### config.mk
export PLATFORM = sky130hd
export DESIGN_NAME = writeback_arbiter_flat
export DESIGN_NICKNAME = d
export VERILOG_FILES = /design/src/rtl/writeback_arbiter_pkg.sv /design/src/rtl/writeback_arbiter_if.sv /design/src/rtl/writeback_arbiter_wb_fifo.sv /design/src/rtl/writeback_arbiter.sv /design/src/flat_wrapper.sv
export SDC_FILE = /design/constraint.sdc
export NUM_CORES = 1
export LEC_CHECK = 0
export CAP_MARGIN = 10
export CORE_MARGIN = 2
export CORE_UTILIZATION = 46
export DETAILED_ROUTE_END_ITERATION = 7
export HOLD_SLACK_MARGIN = 0.15
export PLACE_DENSITY = 0.77
export RECOVER_POWER = 50
export REMOVE_ABC_BUFFERS = 1
export SETUP_SLACK_MARGIN = 0.4
export SLEW_MARGIN = 20
export SYNTH_ARGS = -nofsm -noshare
export SYNTH_HDL_FRONTEND = slang
export SYNTH_SLANG_ARGS = --single-unit
### constraint.sdc
create_clock -name clk -period 2.8 [get_ports clk]
set_input_delay 0.56 -clock clk [delete_from_list [all_inputs] [get_ports clk]]
set_output_delay 0.56 -clock clk [all_outputs]
set_load 0.01 [all_outputs]
### src/rtl/writeback_arbiter_pkg.sv
// Shared types and constants for the writeback arbiter and its result queue.
package writeback_arbiter_pkg;

  localparam int REG_ADDR_W  = 5;
  localparam int NUM_REGS    = 32;
  // Widest result the queue entry can carry; modules use the low DATA_WIDTH bits.
  localparam int WB_DATA_MAX = 64;

  typedef logic [REG_ADDR_W-1:0] reg_addr_t;

  // One queued long-latency result; valid drops when the entry is killed or popped.
  typedef struct packed {
    logic                   valid;
    reg_addr_t              rd;
    logic [WB_DATA_MAX-1:0] data;
  } wb_entry_t;

  // Which source owns the register-file write port this cycle.
  typedef enum logic [1:0] {
    SRC_NONE,
    SRC_ALU,
    SRC_FIFO
  } wb_src_e;

  // One-hot of a destination register; r0 is hardwired and never tracked.
  function automatic logic [NUM_REGS-1:0] rd_onehot(input reg_addr_t rd);
    logic [NUM_REGS-1:0] m;
    m = '0;
    if (rd != '0) m[rd] = 1'b1;
    return m;
  endfunction

endpackage

### src/rtl/writeback_arbiter_if.sv
// Execution-unit side bundle of the writeback arbiter: ALU and long-latency
// result ports in, register-file write port and pending-register mask out.
interface writeback_arbiter_if
  import writeback_arbiter_pkg::*;
#(
  parameter int DATA_WIDTH = 32
);

  logic                  aluValid;
  reg_addr_t             aluRd;
  logic [DATA_WIDTH-1:0] aluData;

  logic                  lsuValid;
  logic                  lsuReady;
  reg_addr_t             lsuRd;
  logic [DATA_WIDTH-1:0] lsuData;

  logic                  regWrite;
  reg_addr_t             writeRegister;
  logic [DATA_WIDTH-1:0] writeData;
  logic [NUM_REGS-1:0]   pendingMask;

  // Producer side (execution units and register file hookup).
  modport master (
    output aluValid, aluRd, aluData, lsuValid, lsuRd, lsuData,
    input  lsuReady, regWrite, writeRegister, writeData, pendingMask
  );

  // Arbiter side.
  modport slave (
    input  aluValid, aluRd, aluData, lsuValid, lsuRd, lsuData,
    output lsuReady, regWrite, writeRegister, writeData, pendingMask
  );

endinterface

### src/rtl/writeback_arbiter_wb_fifo.sv
// In-order queue of long-latency results. Entries whose destination is
// overwritten by a younger ALU result are killed in place: they still pop in
// order but are no longer live, and drop out of the live register mask.
module wb_fifo
  import writeback_arbiter_pkg::*;
#(
  parameter int DATA_WIDTH = 32,
  parameter int DEPTH      = 2
) (
  input  logic                  clk,
  input  logic                  rst,
  input  logic                  push,
  input  reg_addr_t             push_rd,
  input  logic [DATA_WIDTH-1:0] push_data,
  input  logic                  pop,
  input  logic                  kill_en,
  input  reg_addr_t             kill_rd,
  output logic                  full,
  output logic                  empty,
  output logic                  head_live,
  output reg_addr_t             head_rd,
  output logic [DATA_WIDTH-1:0] head_data,
  output logic [NUM_REGS-1:0]   live_mask
);

  localparam int PTR_W = $clog2(DEPTH);
  localparam int CNT_W = PTR_W + 1;

  typedef logic [PTR_W-1:0] ptr_t;
  typedef logic [CNT_W-1:0] cnt_t;

  localparam cnt_t DEPTH_C = cnt_t'(DEPTH);

  wb_entry_t           mem   [DEPTH];
  wb_entry_t           mem_n [DEPTH];
  ptr_t                wr_ptr, wr_ptr_n;
  ptr_t                rd_ptr, rd_ptr_n;
  cnt_t                count, count_n;
  logic [NUM_REGS-1:0] live_mask_n;
  logic                push_ok, pop_ok;

  assign full    = (count == DEPTH_C);
  assign empty   = (count == '0);
  assign push_ok = push && !full;
  assign pop_ok  = pop && !empty;

  assign head_live = mem[rd_ptr].valid;
  assign head_rd   = mem[rd_ptr].rd;
  assign head_data = mem[rd_ptr].data[DATA_WIDTH-1:0];

  // Next queue state: pop, push, then kill so a same-cycle push is killed too.
  always_comb begin
    // NOTE: every output of this block gets a default first, so no path leaves
    // a variable unassigned and no latch is inferred; blocking '=' is correct
    // here because later statements must see earlier updates within the cycle.
    mem_n       = mem;
    wr_ptr_n    = wr_ptr;
    rd_ptr_n    = rd_ptr;
    count_n     = count;
    live_mask_n = '0;

    if (pop_ok) begin
      mem_n[rd_ptr].valid = 1'b0;
      rd_ptr_n            = rd_ptr + 1'b1;
    end

    if (push_ok) begin
      mem_n[wr_ptr].valid                  = 1'b1;
      mem_n[wr_ptr].rd                     = push_rd;
      mem_n[wr_ptr].data                   = '0;
      mem_n[wr_ptr].data[DATA_WIDTH-1:0]   = push_data;
      wr_ptr_n                             = wr_ptr + 1'b1;
    end

    if (kill_en) begin
      for (int i = 0; i < DEPTH; i++) begin
        if (mem_n[i].rd == kill_rd) mem_n[i].valid = 1'b0;
      end
    end

    case ({push_ok, pop_ok})
      2'b10:   count_n = count + 1'b1;
      2'b01:   count_n = count - 1'b1;
      default: count_n = count;
    endcase

    for (int i = 0; i < DEPTH; i++) begin
      if (mem_n[i].valid) live_mask_n = live_mask_n | rd_onehot(mem_n[i].rd);
    end
  end

  // Queue state register with synchronous reset.
  always_ff @(posedge clk) begin
    // NOTE: only the valid bits of the storage array are reset; rd/data are
    // don't-care while invalid, which keeps the array free of reset muxes.
    if (rst) begin
      wr_ptr    <= '0;
      rd_ptr    <= '0;
      count     <= '0;
      live_mask <= '0;
      for (int i = 0; i < DEPTH; i++) mem[i].valid <= 1'b0;
    end else begin
      wr_ptr    <= wr_ptr_n;
      rd_ptr    <= rd_ptr_n;
      count     <= count_n;
      live_mask <= live_mask_n;
      mem       <= mem_n;
    end
  end

endmodule

### src/rtl/writeback_arbiter.sv
// Writeback arbiter: merges the never-stalled ALU result stream with queued
// long-latency results onto the single register-file write port. The ALU
// always wins; the queue drains in order during ALU-idle cycles.
module writeback_arbiter
  import writeback_arbiter_pkg::*;
#(
  parameter int DATA_WIDTH = 32,
  parameter int FIFO_DEPTH = 2
) (
  input logic                clk,
  input logic                rst,
  writeback_arbiter_if.slave bus
);

  logic                  lsu_ready;
  logic                  push, pop, kill_en;
  logic                  fifo_full, fifo_empty;
  logic                  head_live;
  reg_addr_t             head_rd;
  logic [DATA_WIDTH-1:0] head_data;
  logic [NUM_REGS-1:0]   live_mask;

  wb_src_e               src;
  logic                  reg_write_n, reg_write_q;
  reg_addr_t             write_register_n, write_register_q;
  logic [DATA_WIDTH-1:0] write_data_n, write_data_q;

  // A pop in this cycle does not open a slot until the next one.
  assign lsu_ready = !fifo_full && !rst;
  assign push      = bus.lsuValid && lsu_ready;
  assign pop       = !bus.aluValid && !fifo_empty;
  // The ALU result is younger than anything queued for the same register.
  assign kill_en   = bus.aluValid && (bus.aluRd != '0);

  wb_fifo #(
    .DATA_WIDTH (DATA_WIDTH),
    .DEPTH      (FIFO_DEPTH)
  ) u_fifo (
    .clk       (clk),
    .rst       (rst),
    .push      (push),
    .push_rd   (bus.lsuRd),
    .push_data (bus.lsuData),
    .pop       (pop),
    .kill_en   (kill_en),
    .kill_rd   (bus.aluRd),
    .full      (fifo_full),
    .empty     (fifo_empty),
    .head_live (head_live),
    .head_rd   (head_rd),
    .head_data (head_data),
    .live_mask (live_mask)
  );

  // Pick the write source; dead entries and r0 targets write nothing.
  always_comb begin
    src              = SRC_NONE;
    reg_write_n      = 1'b0;
    write_register_n = '0;
    write_data_n     = '0;

    if (bus.aluValid)     src = SRC_ALU;
    else if (!fifo_empty) src = SRC_FIFO;

    unique case (src)
      SRC_ALU: begin
        if (bus.aluRd != '0) begin
          reg_write_n      = 1'b1;
          write_register_n = bus.aluRd;
          write_data_n     = bus.aluData;
        end
      end
      SRC_FIFO: begin
        if (head_live && (head_rd != '0)) begin
          reg_write_n      = 1'b1;
          write_register_n = head_rd;
          write_data_n     = head_data;
        end
      end
      default: ;
    endcase
  end

  // Register-file write port register.
  always_ff @(posedge clk) begin
    // NOTE: sequential state uses non-blocking '<=' so every flop samples the
    // pre-edge values and the simulation order of always blocks cannot matter.
    if (rst) begin
      reg_write_q      <= 1'b0;
      write_register_q <= '0;
      write_data_q     <= '0;
    end else begin
      reg_write_q      <= reg_write_n;
      write_register_q <= write_register_n;
      write_data_q     <= write_data_n;
    end
  end

  assign bus.lsuReady      = lsu_ready;
  assign bus.regWrite      = reg_write_q;
  assign bus.writeRegister = write_register_q;
  assign bus.writeData     = write_data_q;
  assign bus.pendingMask   = live_mask;

endmodule

### src/flat_wrapper.sv
// flat-port wrapper written by rule: the top's interface ports become plain ports
module writeback_arbiter_flat import writeback_arbiter_pkg::*;
#(
  parameter int DATA_WIDTH = 32,
  parameter int FIFO_DEPTH = 2
)
  (clk, rst, bus_aluValid, bus_aluRd, bus_aluData, bus_lsuValid, bus_lsuRd, bus_lsuData, bus_lsuReady, bus_regWrite, bus_writeRegister, bus_writeData, bus_pendingMask);
  writeback_arbiter_if #(.DATA_WIDTH(DATA_WIDTH)) bus_i ();
  input logic clk;
  input logic rst;
  input wire logic [$bits(bus_i.aluValid)-1:0] bus_aluValid;
  input wire logic [$bits(bus_i.aluRd)-1:0] bus_aluRd;
  input wire logic [$bits(bus_i.aluData)-1:0] bus_aluData;
  input wire logic [$bits(bus_i.lsuValid)-1:0] bus_lsuValid;
  input wire logic [$bits(bus_i.lsuRd)-1:0] bus_lsuRd;
  input wire logic [$bits(bus_i.lsuData)-1:0] bus_lsuData;
  output wire logic [$bits(bus_i.lsuReady)-1:0] bus_lsuReady;
  output wire logic [$bits(bus_i.regWrite)-1:0] bus_regWrite;
  output wire logic [$bits(bus_i.writeRegister)-1:0] bus_writeRegister;
  output wire logic [$bits(bus_i.writeData)-1:0] bus_writeData;
  output wire logic [$bits(bus_i.pendingMask)-1:0] bus_pendingMask;
  assign bus_i.aluValid = bus_aluValid;
  assign bus_i.aluRd = bus_aluRd;
  assign bus_i.aluData = bus_aluData;
  assign bus_i.lsuValid = bus_lsuValid;
  assign bus_i.lsuRd = bus_lsuRd;
  assign bus_i.lsuData = bus_lsuData;
  assign bus_lsuReady = bus_i.lsuReady;
  assign bus_regWrite = bus_i.regWrite;
  assign bus_writeRegister = bus_i.writeRegister;
  assign bus_writeData = bus_i.writeData;
  assign bus_pendingMask = bus_i.pendingMask;
  writeback_arbiter #(.DATA_WIDTH(DATA_WIDTH), .FIFO_DEPTH(FIFO_DEPTH)) u_core (.clk(clk), .rst(rst), .bus(bus_i));
endmodule
==> flow_metrics.env <==
export IMPL_coreArea_um2=14000
export IMPL_drv_slew=0
export IMPL_slowest_stage="dlygate4sd3_1"
export IMPL_hold_buffers=0
export IMPL_max_stage_delay_ps=560
export IMPL_ir_drop_uv=419
export IMPL_setup_violations=0
export IMPL_finalWorstSetupSlack_ps=324
export IMPL_ys_flop_type="dfxtp_1"
export IMPL_grt_max_degree=37
export IMPL_routed_via_density=5.61
export IMPL_leakagePower_nw=3.42
export IMPL_skew_ps=6.85
export IMPL_worst_path_buf_inv=3
export IMPL_worstPathCellList="dlygate4sd3_1 > clkbuf_1 > nor2_1 > dlygate4sd2_1"
export IMPL_antenna_found_initial=0
export IMPL_status="completed"
export IMPL_min_to="u_core.u_fifo.wr_ptr"
export IMPL_path_clk_slew_ps=60
export IMPL_place_inst=914
export IMPL_period_minus_slack_ps=2480
export IMPL_antennaDiodeCount=0
export IMPL_netlist_area_um2=6660
export IMPL_fin_tns_setup_ps=0
export IMPL_totalWireLength_um=17200
export IMPL_crit_fanout=10
export IMPL_m1WireLength_um=7600
export IMPL_synth_edff_count=74
export IMPL_reg2regPathDepth=6
export IMPL_cts_buffer_depth=2
export IMPL_gp_congestion=0.947
export IMPL_num_vias=5303
export IMPL_hold_depth=2
export IMPL_overflow=0
export IMPL_cts_root_buf="clkbuf_16"
export IMPL_topRoutingLayerUsed="met4"
export IMPL_avgSynthCellArea_um2=11.2
export IMPL_power_density_nw_per_um2=664
export IMPL_async_reset_ff_frac=0
export IMPL_hpwl_um=12200
export IMPL_syn_instance_count=595
export IMPL_area_growth_pct=34.9
export IMPL_die_w_um=124
export IMPL_period_share=0.884
export IMPL_ant_nets=0
export IMPL_wl_met3_um=942
export IMPL_mostFrequentLayoutCells="75 x clkdlybuf4s50_1, 75 x dfxtp_1, 74 x edfxtp_1"
export IMPL_synth_seq_area_share=0.562
export IMPL_end_kind="output pin"
export IMPL_ys_types=60
export IMPL_cts_buffers=17
export IMPL_drv_cap=0
export IMPL_crit_required_ps=2240
export IMPL_cp_start_kind="input port"
export IMPL_drive_gt1_frac=0.150
export IMPL_place_ws_ps=101
export IMPL_avgRoutedWirePerCell_um=18.2
export IMPL_io_buffers=148
export IMPL_final_cells=946
export IMPL_fmaxAchievable_mhz=404
export IMPL_synth_seq_cells=150
export IMPL_dr_pass1_iters=5
export IMPL_r2r_slack_ps=650
export IMPL_grt_pass1_vias=5203
export IMPL_worst_slew_pin_slew_ps=603
export IMPL_dieArea_um2=15500
export IMPL_ctsHtreeMaxLevel=4
export IMPL_fp_dieH_um=124
export IMPL_rows=43
export IMPL_r2r_end="u_core.u_fifo.live_mask[12]"
export IMPL_final_nets=832
export IMPL_r2r_start="u_core.u_fifo.count[0]"
export IMPL_arrival_ps=1920
export IMPL_finalHoldViolations=0
export IMPL_dr_wl_met2_um=8320
export IMPL_grt_pass1_wl_um=27200
export IMPL_yosys_warnings=0
export IMPL_crit_family="buffers and inverters"
export IMPL_ios=149
export IMPL_clock_latency_ps=420
export IMPL_clock_sinks=150
export IMPL_first_iter_violations=398
export IMPL_min_delay_path_class="reg2reg"
export IMPL_initial_utilization=0.476
export IMPL_grtUsageTotal=0.224
export IMPL_min_from="u_core.u_fifo.wr_ptr"
export IMPL_critPathKind="in2out"
export IMPL_drc=0
export IMPL_relSlewSlack=0.594
export IMPL_utilization=0.642
export IMPL_rsz0062_at_grt="no"
export IMPL_cts_tree="yes"
==> repair_timing <==
| item | CTS | global route |
|---|---|---|
| gates resized for setup | 1 | 6 |
| pin swaps | 0 | 1 |
| setup endpoints to repair | 1 | 16 |
| setup buffers | 0 | 0 |
==> state kept, by name (all words and copies together) (netlist names) <==
| register | cells |
|---|---|
| u_core.u_fifo.mem | 76 |
| u_core.bus.writeData | 32 |
| u_core.u_fifo.live_mask | 32 |
| u_core.bus.writeRegister | 5 |
| u_core.u_fifo.count | 2 |
| u_core.bus.regWrite | 1 |
| u_core.u_fifo.rd_ptr | 1 |
| u_core.u_fifo.wr_ptr | 1 |
==> cell type report <==
cell class	count	area (µm²)
fillers	1104	5000
multi-input cells	394	2700
clock buffers	23	478
clock inverters	9	100
repair buffers	177	1680
well taps	180	225
inverters	13	52.6
flip-flops and latches	150	3740
==> report_power, final <==
part / internal, W / switching (W)
logic: 0.000560 / 0.000599
clock network: 0.00138 / 0.000850
registers: 0.00247 / 0.000103
total: 0.00441 / 0.00155
==> synth_stat cells, types with 2 or more instances <==
master	n	area share
inv_1	10	0.0056
a211oi_1	2	0.0023
xor2_1	4	0.0053
mux2i_1	5	0.0075
o21ai_4	2	0.0049
nand2_1	26	0.015
o21ai_1	7	0.0053
clkbuf_1	20	0.011
mux2_2	36	0.061
a41oi_1	2	0.0026
dfxtp_1	76	0.23
o21ai_0	14	0.011
nand3_4	2	0.0053
o22ai_1	28	0.026
o2111ai_1	2	0.0026
nor2b_1	5	0.0047
inv_2	2	0.0011
mux2_4	2	0.0045
nor3_1	7	0.0053
and2_1	64	0.060
nand2b_1	17	0.016
nor4_1	3	0.0028
nand3_2	6	0.0090
a31oi_1	6	0.0056
and4b_1	2	0.0030
nand3_1	9	0.0068
a21oi_1	8	0.0060
nand4_1	3	0.0028
nor2_1	56	0.032
nor4b_1	3	0.0039
o31ai_1	3	0.0034
and3_1	2	0.0019
or3_1	3	0.0028
buf_6	2	0.0034
a22oi_1	36	0.041
edfxtp_1	74	0.33
buf_2	16	0.012
xnor2_1	6	0.0079
o31a_1	3	0.0039
==> how the worst max path moves through the flow <==
stage                                        endpoint  cells after the start    startpoint  slack, ps
after floorplan                   u_core.bus.regWrite                      2  bus_aluValid       -180
after global placement    u_core.u_fifo.live_mask[17]                      7  bus_aluRd[3]        150
after detailed placement  u_core.u_fifo.live_mask[11]                      9  bus_lsuValid        100
after CTS                 u_core.u_fifo.live_mask[11]                      9  bus_lsuValid        540
after global routing                     bus_lsuReady                      4           rst        270
final                                    bus_lsuReady                      4           rst        320
==> per-layer routing <==
| metal | vias up | GRT usage |
|---|---|---|
| met5 | - | 0 |
| met1 | 2596 | 0.290 |
| met3 | 26 | 0.0473 |
| li1 | 2472 | - |
| met2 | 209 | 0.370 |
| met4 | 0 | 0.0806 |
==> cell families after synthesis <==
group / Yosys count / share of synthesized area
xor gates and xnor gates: 10 / 0.0131
adders and majority gates: 1 / 0.00188
buffers and inverters: 51 / 0.0344
other: 1 / 0.000563
and+or+nand+nor: 218 / 0.185
DFF: 150 / 0.562
AOI/OAI and AO/OA: 120 / 0.126
muxes: 44 / 0.0763
==> through the flow <==
| step | instance area [µm²] | hold slack [ps] | power (W) |
|---|---|---|---|
| floorplan | 6480 | 487 | 0.00330 |
| global placement | 8420 | 549 | 0.00378 |
| detailed placement | 8420 | 563 | 0.00381 |
| CTS | 9000 | 573 | 0.00603 |
| global route | 8980 | 619 | 0.00619 |
| finish | 8980 | 575 | 0.00596 |
==> worst min-delay path, delay by kind of cell (launching register included) <==
kind,cells,cell delay [ps]
DFF,1,380
and+or+nand+nor,1,90
AOI/OAI and AO/OA,1,60
(Power assumes the default switching activity.)
